--- config.mk ---
export PLATFORM = sky130hd
export DESIGN_NAME = mvm4_in_seq
export DESIGN_NICKNAME = d
export VERILOG_FILES = /design/src/rtl/mvm4_in_seq.sv
export SDC_FILE = /design/constraint.sdc
export NUM_CORES = 1
export LEC_CHECK = 0
export ABC_AREA = 1
export BUFFER_PORTS_ARGS = -buffer_cell sky130_fd_sc_hd__buf_2
export CAP_MARGIN = 0
export CORE_AREA = 5 5 149 108
export DETAILED_ROUTE_END_ITERATION = 12
export DIE_AREA = 0 0 154 113
export PLACE_DENSITY = 0.88
export SETUP_SLACK_MARGIN = 0.02
export SLEW_MARGIN = 20
export SYNTH_ARGS = -nofsm -noshare
export SYNTH_HDL_FRONTEND = slang
export SYNTH_SLANG_ARGS = --single-unit
--- constraint.sdc ---
create_clock -name clk -period 2.2 [get_ports clk]
set_input_delay 0 -clock clk [delete_from_list [all_inputs] [get_ports clk]]
set_output_delay 0 -clock clk [all_outputs]
set_load 0.005 [all_outputs]
--- src/rtl/mvm4_in_seq.sv ---
// mvm4_in_seq: buffers one matrix-vector problem from a valid/ready producer
// and replays it to the mvm core as a start pulse followed by a gapless stream.
module mvm4_in_seq #(
    parameter int MAT_SCALE   = 4,
    parameter int INPUT_WIDTH = 8
) (
    input  logic                          clk,
    input  logic                          reset,
    input  logic                          s_valid,
    output logic                          s_ready,
    input  logic signed [INPUT_WIDTH-1:0] s_data,
    output logic                          start,
    output logic signed [INPUT_WIDTH-1:0] data_in,
    input  logic                          mvm_done,
    output logic                          busy,
    output logic [15:0]                   issue_cnt
);
    localparam int N  = MAT_SCALE * MAT_SCALE + MAT_SCALE;
    localparam int AW = $clog2(N);
    localparam int DW = (MAT_SCALE > 1) ? $clog2(MAT_SCALE) : 1;
    localparam logic [AW-1:0] LAST_W = AW'(N - 1);
    localparam logic [DW-1:0] LAST_D = DW'(MAT_SCALE - 1);

    typedef enum logic [2:0] {
        FILL,
        START,
        STREAM,
        WAIT_DONE,
        DRAIN
    } state_t;

    logic signed [INPUT_WIDTH-1:0] mem [N];

    state_t                        state_q, state_d;
    logic [AW-1:0]                 wcnt_q, wcnt_d;
    logic [AW-1:0]                 rcnt_q, rcnt_d;
    logic [DW-1:0]                 dcnt_q, dcnt_d;
    logic                          s_ready_q, s_ready_d;
    logic                          start_q, start_d;
    logic signed [INPUT_WIDTH-1:0] data_in_q, data_in_d;
    logic                          busy_q, busy_d;
    logic [15:0]                   issue_cnt_q, issue_cnt_d;
    logic                          wr_en;
    logic [AW-1:0]                 rd_nxt;

    assign rd_nxt = rcnt_q + 1'b1;

    always_comb begin
        state_d     = state_q;
        wcnt_d      = wcnt_q;
        rcnt_d      = rcnt_q;
        dcnt_d      = dcnt_q;
        s_ready_d   = s_ready_q;
        start_d     = 1'b0;
        data_in_d   = '0;
        busy_d      = busy_q;
        issue_cnt_d = issue_cnt_q;
        wr_en       = 1'b0;
        unique case (state_q)
            FILL: begin
                if (s_valid && s_ready_q) begin
                    wr_en = 1'b1;
                    if (wcnt_q == LAST_W) begin
                        wcnt_d    = '0;
                        state_d   = START;
                        start_d   = 1'b1;
                        s_ready_d = 1'b0;
                        busy_d    = 1'b1;
                    end else begin
                        wcnt_d = wcnt_q + 1'b1;
                    end
                end
            end
            START: begin
                state_d     = STREAM;
                issue_cnt_d = issue_cnt_q + 16'd1;
                rcnt_d      = '0;
                data_in_d   = mem[0];
            end
            STREAM: begin
                // rcnt_q indexes the word on data_in this cycle
                if (rcnt_q == LAST_W) begin
                    rcnt_d  = '0;
                    state_d = WAIT_DONE;
                end else begin
                    rcnt_d    = rd_nxt;
                    data_in_d = mem[rd_nxt];
                end
            end
            WAIT_DONE: begin
                if (mvm_done) begin
                    state_d = DRAIN;
                    dcnt_d  = '0;
                end
            end
            DRAIN: begin
                if (dcnt_q == LAST_D) begin
                    dcnt_d    = '0;
                    state_d   = FILL;
                    s_ready_d = 1'b1;
                    busy_d    = 1'b0;
                end else begin
                    dcnt_d = dcnt_q + 1'b1;
                end
            end
            default: begin
                state_d   = FILL;
                s_ready_d = 1'b1;
                busy_d    = 1'b0;
            end
        endcase
    end

    always_ff @(posedge clk) begin
        if (reset) begin
            state_q     <= FILL;
            wcnt_q      <= '0;
            rcnt_q      <= '0;
            dcnt_q      <= '0;
            s_ready_q   <= 1'b1;
            start_q     <= 1'b0;
            data_in_q   <= '0;
            busy_q      <= 1'b0;
            issue_cnt_q <= '0;
        end else begin
            state_q     <= state_d;
            wcnt_q      <= wcnt_d;
            rcnt_q      <= rcnt_d;
            dcnt_q      <= dcnt_d;
            s_ready_q   <= s_ready_d;
            start_q     <= start_d;
            data_in_q   <= data_in_d;
            busy_q      <= busy_d;
            issue_cnt_q <= issue_cnt_d;
        end
    end

    // Problem buffer is never cleared; stale words are simply overwritten.
    always_ff @(posedge clk) begin
        if (wr_en && !reset) begin
            mem[wcnt_q] <= s_data;
        end
    end

    assign s_ready   = s_ready_q;
    assign start     = start_q;
    assign data_in   = data_in_q;
    assign busy      = busy_q;
    assign issue_cnt = issue_cnt_q;

endmodule

==> results of run 1 <==
cell families (layout without fill, tap and decap cells):
logic type	Yosys count	in the layout	synth area share [%]
and+or+nand+nor	346	346	17.52
adders and majority gates	7	7	1.030
buffers and inverters	87	175	4.533
DFF	202	202	66.41
xor gates and xnor gates	7	7	1.075
AOI/OAI and AO/OA	144	144	9.435
report_power, final:
| group | internal, mW | total, mW | leakage, nW | switching (mW) |
|---|---|---|---|---|
| clock | 1.74 | 3.16 | 0.286 | 1.42 |
| sequential | 4.27 | 4.37 | 1.78 | 0.104 |
| combinational | 0.689 | 2.24 | 1.47 | 1.55 |
per-stage QoR:
step	hold slack, ns	cell area [sq um]	instances
final	0.02951	9754	1076
after floorplan	0.09887	8501	793
after CTS	0.01529	9744	1076
after global placement	0.3452	9040	1029
after detailed placement	0.3563	9040	1029
after global routing	0.03418	9754	1076
worst paths after layout:
kind	start	to	slack, ns	depth (start not counted)
max	rcnt_q[0]$_SDFFE_PP0P_	data_in[2]$_SDFF_PP0_	0.10	9
min reg2reg	busy$_SDFFE_PP0P_	busy$_SDFFE_PP0P_	0.46	2
max reg2reg	rcnt_q[0]$_SDFFE_PP0P_	data_in[2]$_SDFF_PP0_	0.10	9
min	s_data[2]	mem[16][2]$_DFFE_PP_	0.03	1
timing repair:
| action | CTS | global route |
|---|---|---|
| hold buffers | 11 | 0 |
| hold endpoints to repair | 148 | 0 |
| gates resized for setup | 0 | 6 |
| endpoints found under the setup margin | 0 | 114 |
final cells by class:
cell class | instances | area share [%]
clock buffer | 29 | 5.580
inverter | 53 | 2.040
sequential | 202 | 57.89
timing repair buffer | 86 | 6.054
multi-input combinational | 504 | 25.42
clock inverter | 7 | 0.5131
tap | 195 | 2.501
registers in the layout (all words and copies together), names as in the netlist:
signal	count
wcnt_q	5
rcnt_q	5
mem	160
data_in	8
dcnt_q	2
state_q	3
s_ready	1
busy	1
issue_cnt	16
start	1
layout by cell type (no fill, tap or decap), types with 4 or more instances in the layout:
| cell type | n |
|---|---|
| nand3_1 | 66 |
| nand4_1 | 5 |
| ha_1 | 7 |
| a22oi_1 | 7 |
| nor2_2 | 6 |
| o211ai_1 | 7 |
| clkbuf_16 | 20 |
| o21ai_0 | 77 |
| dfxtp_1 | 41 |
| buf_4 | 36 |
| nor2_1 | 156 |
| nand2_1 | 93 |
| buf_2 | 38 |
| inv_1 | 49 |
| clkbuf_1 | 8 |
| edfxtp_1 | 160 |
| dlygate4sd3_1 | 11 |
| nor3_1 | 9 |
| a21oi_1 | 34 |
| inv_2 | 4 |
| o22ai_1 | 8 |
routing by layer:
metal	up-vias	track usage (%)	share of wire, %
met5	-	0	0
met4	0	6.765	2.8
met3	56	6.040	12
met2	420	38.37	45
met1	2981	35.57	40
li1	2896	-	-
worst max-delay path, cell delays in order (launching register included):
cell and delay [ns]:
dfxtp_2 0.36, buf_12 0.27, inv_2 0.23, buf_4 0.26, o21ai_0 0.34, nand3_1 0.17, nand3_1 0.13, nand2_1 0.06
nand2_1 0.05, a21oi_1 0.05
==> flow_metrics.py, run 1 <==
metrics = {
    "route": {
        "drc_errors": 0,
        "drt_wl_total_mm": 21.69,
        "via_per_inst": 5.904,
        "routedWlPerCell_um": 20.16,
        "firstDrtPassIters": 5,
        "dr.first_iter.drc_count": 1143,
        "dr_total_vias": 6353,
        "ant_nets": 0,
    },
    "die": {
        "dieArea_sq_um": 17400,
        "start_util_pct": 58.85,
        "core_area_sq_um": 14440,
        "floorplan.rows": 37,
        "pin_count": 39,
        "die_y_um": 113,
        "die_width_um": 154,
    },
    "hold_path": {
        "min-delay-path-class": "in2reg",
    },
    "timing": {
        "finalCriticalPeriod_ns": 2.099,
        "setup_tns_ns": 0,
        "rsz0062_at_grt": "true",
        "max_freq_mhz": 476.5,
        "worst_pin_slew_ns": 0.7980,
        "drv_slew": 0,
        "finalHoldViolations": 0,
        "layout_setup_ws_ns": 0.1013,
        "clock-skew-final_ns": 0.01519,
        "max_slew_margin_pct": 46.54,
        "period_share_pct": 95.39,
        "setup_viol": 0,
    },
    "power": {
        "power.leakage_nw": 3.531,
        "vdd_drop_max_v": 0.0006810,
        "power.density_nw_per_um2": 1001,
        "fin_total_pwr_mw": 9.760,
    },
    "placement": {
        "dp_hpwl_mm": 13.53,
        "pre_cts_ws_ns": 0.1634,
        "port_buffers": 38,
        "gp_congestion": 0.9556,
    },
    "clock_tree": {
        "max-clock-path-buffers": 3,
        "cts.sinks": 202,
        "cts_tree": "done",
        "cts.clk_slew.worst_paths_ns": 0.07,
        "h-tree-depth": 1,
        "cts_made_buffers": 20,
        "cts_root_buf": "clkbuf_16",
        "clock_latency_ns": 0.50,
        "post_cts_buffers": 0,
    },
    "worst_setup_path": {
        "critPathMaxFanout": 65,
        "endpoint_kind": "flip-flop",
        "arrival_ns": 2.45,
        "crit_type": "reg2reg",
        "worst-endpoint-required_ns": 2.55,
        "critPathLaunchType": "flip-flop",
    },
    "logic_synthesis": {
        "synth_ff_type": "edfxtp_1",
        "syn_inst": 793,
        "ys_ff_latch": 202,
        "synth_nets": 812,
        "async_reset_ff_share_pct": 0,
        "yosys.area.top_type": "edfxtp_1",
        "synth_warnings": 0,
        "synth_edf_count": 160,
        "ys_types": 38,
        "synth_top_area_share_pct": 56.52,
        "yosysSeqAreaShare_pct": 66.41,
        "syn-cell-area_sq_um": 8501,
        "yosysMostFrequentCell": "edfxtp_1",
        "synthTopCellsByCount": "edfxtp_1, nor2_1, nand2_1",
        "yosys-top-cells-area": "edfxtp_1, dfxtp_1, nor2_1, o21ai_0, nand2_1",
        "syn_area_per_cell_sq_um": 10.72,
    },
    "global_route": {
        "grt_overflow_total": 0,
        "grt_pass1_wl_mm": 33.93,
        "grt_max_degree": 66,
        "grt_antenna_before_repair": 0,
        "grt_pass1_vias": 6092,
        "grt_use_total_pct": 24.79,
    },
    "run": {
        "maxCapViolCount": 0,
    },
    "layout": {
        "drive_above_1_share_pct": 14.64,
        "layout.nets": 886,
        "multi_input_area_sq_um": 2480,
        "post-route-util_pct": 67.53,
        "regArea_sq_um": 5647,
        "diodes": 0,
        "num-fill-cells": 1010,
        "syn2layout_area_growth_pct": 14.75,
    },
    "run_status": {
        "status": "finished, final reports clean",
    },
}
No activity file was read; power rests on OpenSTA's default activity.
==> run 2, diff against run 1 <==
--- a/config.mk
+++ b/config.mk
@@ -9,6 +9,7 @@
 export BUFFER_PORTS_ARGS = -buffer_cell sky130_fd_sc_hd__buf_2
 export CAP_MARGIN = 0
 export CORE_AREA = 5 5 149 108
+export CTS_CLUSTER_SIZE = 14
 export DETAILED_ROUTE_END_ITERATION = 12
 export DIE_AREA = 0 0 154 113
 export PLACE_DENSITY = 0.88
==> constraint.sdc (replaced) <==
create_clock -name clk -period 2.2 [get_ports clk]
set_input_delay 0 -clock clk [delete_from_list [all_inputs] [get_ports clk]]
set_output_delay 0 -clock clk [all_outputs]
set_load 0.05 [all_outputs]
==> run 2 against run 1 <==
Effect of this change: worst setup slack improved by 0.0016 ns; flip-flop and latch count did not move; final cell count did not move; power rose by 1.6%; register-to-register slack barely moved; highest routed layer unchanged; global-route usage barely moved; sequential power barely moved.
==> flow_metrics.py, run 2 (synthesis results as in run 1) <==
metrics = {
    "run_status": {
        "status": "finished, final reports clean",
    },
    "timing": {
        "clock-skew-final_ns": 0.01231,
        "finalHoldViolations": 0,
        "worst_pin_slew_ns": 0.8376,
        "setup_viol": 0,
        "drv_slew": 0,
        "rsz0062_at_grt": "true",
        "finalCriticalPeriod_ns": 2.097,
        "layout_setup_ws_ns": 0.1029,
        "period_share_pct": 95.32,
        "max_slew_margin_pct": 43.88,
        "max_freq_mhz": 476.8,
    },
    "layout": {
        "regMostFlops": "mem",
        "syn2layout_area_growth_pct": 14.75,
        "layout.nets": 886,
        "mostFrequentLayoutCells": "edfxtp_1, nor2_1, nand2_1",
        "layout_commonest_cell": "edfxtp_1",
        "final_cells": 1076,
        "largest_reg_flops": 160,
        "diodes": 0,
        "drive_above_1_share_pct": 14.64,
        "num-fill-cells": 1012,
    },
    "clock_tree": {
        "cts_root_buf": "clkbuf_16",
        "cts.sinks": 202,
        "clock_latency_ns": 0.50,
        "cts_made_buffers": 20,
        "h-tree-depth": 1,
        "cts.clk_slew.worst_paths_ns": 0.07,
        "max-clock-path-buffers": 3,
        "cts_tree": "done",
        "post_cts_buffers": 0,
    },
    "hold_path": {
        "holdPathEnd": "mem[16][2]$_DFFE_PP_",
        "min_path_cells": 1,
        "min-delay-path-class": "in2reg",
        "hp-start": "s_data[2]",
    },
    "placement": {
        "dp_hpwl_mm": 13.53,
        "port_buffers": 38,
        "place_inst": 1029,
        "pre_cts_ws_ns": 0.1634,
        "gp_congestion": 0.9556,
    },
    "route": {
        "dr_total_vias": 6394,
        "routedWlPerCell_um": 20.21,
        "drc_errors": 0,
        "via_per_inst": 5.942,
        "drt_wl_total_mm": 21.75,
        "dr.first_iter.drc_count": 1196,
        "ant_nets": 0,
        "firstDrtPassIters": 6,
    },
    "global_route": {
        "grt_max_degree": 66,
        "grt_use_total_pct": 24.84,
        "grt_pass1_vias": 6096,
        "grt_pass1_wl_mm": 34.00,
        "grt_overflow_total": 0,
        "grt_antenna_before_repair": 0,
    },
    "die": {
        "start_util_pct": 58.85,
        "floorplan.rows": 37,
        "dieArea_sq_um": 17400,
        "pin_count": 39,
        "core_area_sq_um": 14440,
        "die_width_um": 154,
        "die_y_um": 113,
    },
    "run": {
        "maxCapViolCount": 0,
    },
    "worst_setup_path": {
        "critPathMaxFanout": 65,
        "cpPeakStageDelay_ns": 0.37,
        "arrival_ns": 2.45,
        "r2r_end": "data_in[2]$_SDFF_PP0_",
        "worst-endpoint-required_ns": 2.55,
        "critPathLaunchType": "flip-flop",
        "path_delay_family": "buffers and inverters",
        "endpoint_kind": "flip-flop",
        "crit_slowest_cell": "dfxtp_2",
        "timing.rr.start": "rcnt_q[0]$_SDFFE_PP0P_",
        "path_buf_inv": 3,
        "crit_chain": "buf_12 > inv_2 > buf_4 > o21ai_0 > nand3_1 > nand3_1 > nand2_1 > nand2_1 > a21oi_1",
        "r2r_slack_ns": 0.10,
        "r2r_cells": 9,
        "crit_type": "reg2reg",
    },
    "power": {
        "power.density_nw_per_um2": 1017,
        "vdd_drop_max_v": 0.0006833,
        "power.leakage_nw": 3.531,
    },
}
## run 2: changes by cell type in the layout (fill, tap and decap cells not counted), sizes merged
cell,change
clkinv,+1
clkbuf,-1
## run 2: worst max-delay path by stage
stage,startpoint,to,cells past startpoint
floorplan,s_ready$_SDFFE_PP1P_,mem[16][0]$_DFFE_PP_,6
global route,state_q[0]$_SDFFE_PP0P_,mem[9][1]$_DFFE_PP_,9
detailed placement,rcnt_q[0]$_SDFFE_PP0P_,data_in[2]$_SDFF_PP0_,9
finish,rcnt_q[0]$_SDFFE_PP0P_,data_in[2]$_SDFF_PP0_,9
CTS,state_q[0]$_SDFFE_PP0P_,mem[4][1]$_DFFE_PP_,8
global placement,rcnt_q[0]$_SDFFE_PP0P_,data_in[2]$_SDFF_PP0_,9
## run 2: report_power, final
| group | switching [mW] | leakage (nW) | internal (mW) |
|---|---|---|---|
| combinational | 1.71 | 1.47 | 0.690 |
| sequential | 0.105 | 1.78 | 4.27 |
| clock | 1.41 | 0.286 | 1.73 |
| total | 3.23 | 3.53 | 6.69 |
## run 2: layout make-up
class                           count  area (sq um)  area share [%]
Multi-Input combinational cell    504          2480           25.42
Timing Repair Buffer               86         590.6           6.054
Sequential cell                   202          5647           57.89
Tap cell                          195         244.0           2.501
Clock buffer                       28         540.5           5.541
Inverter                           53         198.9           2.040
Clock inverter                      8         53.80          0.5516
## run 2: metal layers
| layer | vias to the layer above | global-route usage, % | wire length, um |
|---|---|---|---|
| met5 | - | 0 | 0 |
| met4 | 0 | 6.882 | 485 |
| met3 | 46 | 6.078 | 2834 |
| met2 | 410 | 38.26 | 9930 |
| met1 | 3038 | 35.75 | 8496 |
| li1 | 2900 | - | - |
## run 2: worst reg2reg max path, cell delays in order, from the launching register on
cell and delay [ns]:
dfxtp_2 0.37, buf_12 0.28, inv_2 0.26, buf_4 0.26
o21ai_0 0.33, nand3_1 0.17, nand3_1 0.13, nand2_1 0.06
nand2_1 0.05, a21oi_1 0.05
## run 2: metrics by stage
stage	utilization (%)	cell area (sq um)	hold WS, ns	setup TNS (ns)	total power [mW]
floorplan	-	8501	0.09887	0	6.053
global placement	62.59	9040	0.3452	0	6.636
detailed placement	62.59	9040	0.3563	0	6.707
CTS	67.46	9744	0.01337	0	9.858
global route	67.53	9754	0.03749	-0.06518	10.34
finish	67.53	9754	0.03163	0	9.918
## run 2: repair_timing
| item | in CTS | in global routing |
|---|---|---|
| hold endpoints to repair | 148 | 0 |
| hold buffers | 11 | 0 |
| resized for setup | 0 | 6 |
| endpoints found under the setup margin | 0 | 114 |
==> run 3, diff against run 2 <==
--- a/config.mk
+++ b/config.mk
@@ -13,6 +13,7 @@
 export DETAILED_ROUTE_END_ITERATION = 12
 export DIE_AREA = 0 0 154 113
 export PLACE_DENSITY = 0.88
+export RECOVER_POWER = 25
 export SETUP_SLACK_MARGIN = 0.02
 export SLEW_MARGIN = 20
 export SYNTH_ARGS = -nofsm -noshare
==> run 3 against run 2 <==
Effect of this change: sequential power barely moved; sequential share of layout area barely moved; non-clock buffer count did not move; maximum frequency rose by 0.60%; worst hold slack improved by 0.35 ns; clock skew fell by 0.0013 ns; flip-flop and latch count did not move; via count fell by 0.22%; critical path depth did not move.
==> flow_metrics.py, run 3 (synthesis results as in run 1) <==
metrics = {
    "run_status": {
        "status": "finished, final reports clean",
    },
    "clock_tree": {
        "post_cts_buffers": 0,
        "cts_made_buffers": 20,
        "max-clock-path-buffers": 3,
        "cts.clk_slew.worst_paths_ns": 0.07,
        "cts.sinks": 202,
        "cts_tree": "done",
        "h-tree-depth": 1,
        "clock_latency_ns": 0.49,
        "cts_root_buf": "clkbuf_16",
    },
    "worst_setup_path": {
        "timing.rr.start": "rcnt_q[0]$_SDFFE_PP0P_",
        "path_buf_inv": 3,
        "critPathMaxFanout": 65,
        "critPathLaunchType": "flip-flop",
        "crit_path_start": "rcnt_q[0]$_SDFFE_PP0P_",
        "crit_slowest_cell": "dfxtp_2",
        "cpPeakStageDelay_ns": 0.37,
        "crit_chain": "buf_12 > inv_2 > buf_4 > o21ai_0 > nand3_1 > nand3_1 > nand2_1 > nand2_1 > a21oi_1",
        "r2r_cells": 9,
        "path_delay_family": "buffers and inverters",
        "worst-endpoint-required_ns": 2.55,
        "arrival_ns": 2.43,
        "endpoint_kind": "flip-flop",
        "r2r_end": "data_in[1]$_SDFF_PP0_",
        "r2r_slack_ns": 0.12,
        "crit_type": "reg2reg",
    },
    "layout": {
        "final_area_sq_um": 9747,
        "regMostFlops": "mem",
        "diodes": 0,
        "layout.nets": 886,
        "mostFrequentLayoutCells": "edfxtp_1, nor2_1, nand2_1",
        "largest_reg_flops": 160,
        "drive_above_1_share_pct": 13.96,
        "final_cells": 1076,
        "num-fill-cells": 1018,
        "layout_commonest_cell": "edfxtp_1",
        "syn2layout_area_growth_pct": 14.66,
        "post-route-util_pct": 67.48,
    },
    "route": {
        "firstDrtPassIters": 6,
        "dr.first_iter.drc_count": 1181,
        "routedWlPerCell_um": 20.18,
        "ant_nets": 0,
        "via_per_inst": 5.929,
        "drt_wl_total_mm": 21.71,
        "dr_total_vias": 6380,
        "drc_errors": 0,
    },
    "power": {
        "power.density_nw_per_um2": 1018,
        "p_comb_share_pct": 24.2,
        "clkPwrFrac_pct": 31.8,
        "switching_share_pct": 32.59,
        "power.leakage_nw": 3.515,
        "p_sw_mw": 3.233,
        "power_frac_seq_pct": 44.1,
        "power.internal_mw": 6.688,
        "vdd_drop_max_v": 0.0006863,
    },
    "die": {
        "pin_count": 39,
        "start_util_pct": 58.85,
        "die_width_um": 154,
        "floorplan.rows": 37,
        "dieArea_sq_um": 17400,
        "die_y_um": 113,
        "core_area_sq_um": 14440,
    },
    "timing": {
        "setup_tns_ns": 0,
        "setup_viol": 0,
        "rsz0062_at_grt": "true",
        "finalHoldViolations": 0,
        "max_slew_margin_pct": 16.96,
        "timing.hold.ws_ns": 0.3809,
        "worst_pin_slew_ns": 1.246,
        "max_freq_mhz": 479.7,
        "finalCriticalPeriod_ns": 2.085,
        "clock-skew-final_ns": 0.01104,
        "period_share_pct": 94.76,
        "drv_slew": 0,
    },
    "hold_path": {
        "hp-start": "s_data[2]",
        "min_path_cells": 1,
        "holdPathEnd": "mem[16][2]$_DFFE_PP_",
        "min-delay-path-class": "in2reg",
    },
    "global_route": {
        "grt_use_total_pct": 24.84,
        "grt_pass1_vias": 6096,
        "grt_pass1_wl_mm": 34.00,
        "grt_overflow_total": 0,
        "grt_max_degree": 66,
        "grt_antenna_before_repair": 0,
    },
    "placement": {
        "place_area_sq_um": 9040,
        "gp_congestion": 0.9556,
        "dp_hpwl_mm": 13.53,
        "port_buffers": 38,
        "place_inst": 1029,
    },
    "run": {
        "maxCapViolCount": 0,
    },
}
run 3: changes by cell type in the layout (fill, tap and decap cells not counted), sizes merged:
cell / change
buf: -6
clkbuf: +6
run 3: what timing repair did:
item,CTS,global route
setup endpoints to repair,0,114
hold buffers,11,0
resized for setup,0,6
endpoints found under the hold margin,148,0
run 3: power groups by stage:
stage / Combinational (mW) / Clock, mW / Sequential (mW)
after floorplan: 1.47 / 0 / 4.58
after global placement: 2.20 / 0 / 4.44
after detailed placement: 2.27 / 0 / 4.44
after CTS: 2.34 / 3.16 / 4.36
after global routing: 2.61 / 3.34 / 4.38
final: 2.40 / 3.15 / 4.37
run 3: how the worst max path moves through the flow:
stage / to / slack (ns) / cells past startpoint
global route: mem[9][1]$_DFFE_PP_ / -0.009 / 9
global placement: data_in[2]$_SDFF_PP0_ / 0.19 / 9
finish: data_in[1]$_SDFF_PP0_ / 0.12 / 9
floorplan: mem[16][0]$_DFFE_PP_ / 0.13 / 6
detailed placement: data_in[2]$_SDFF_PP0_ / 0.16 / 9
CTS: mem[4][1]$_DFFE_PP_ / 0.1 / 8
run 3: metal layers:
| layer | track usage [%] | up-vias | routed length [um] |
|---|---|---|---|
| met5 | 0 | - | 0 |
| met4 | 6.882 | 0 | 580 |
| met3 | 6.078 | 55 | 2847 |
| met2 | 38.26 | 424 | 9747 |
| met1 | 35.75 | 3003 | 8538 |
| li1 | - | 2898 | - |
run 3: layout make-up:
cell class	instances	area, sq um	share of cell area [%]
Sequential cell	202	5647	57.93
Tap cell	195	244.0	2.503
Timing Repair Buffer	86	583.1	5.982
Inverter	53	198.9	2.041
Clock buffer	28	540.5	5.546
Clock inverter	8	53.80	0.5520
Multi-Input combinational cell	504	2480	25.44
run 3: metrics by stage:
stage / setup WS, ns / total power [mW]
4_1_cts: 0.09550 / 9.858
3_3_place_gp: 0.1883 / 6.636
6_report: 0.1154 / 9.921
3_5_place_dp: 0.1634 / 6.707
5_1_grt: -0.009065 / 10.34
2_1_floorplan: 0.1262 / 6.053
run 3: worst reg2reg max path, stage by stage, from the launching register on:
cell and delay, ns:
dfxtp_2 0.37, buf_12 0.28, inv_2 0.25, buf_4 0.27
o21ai_0 0.28, nand3_1 0.15, nand3_1 0.14, nand2_1 0.07
nand2_1 0.06, a21oi_1 0.06
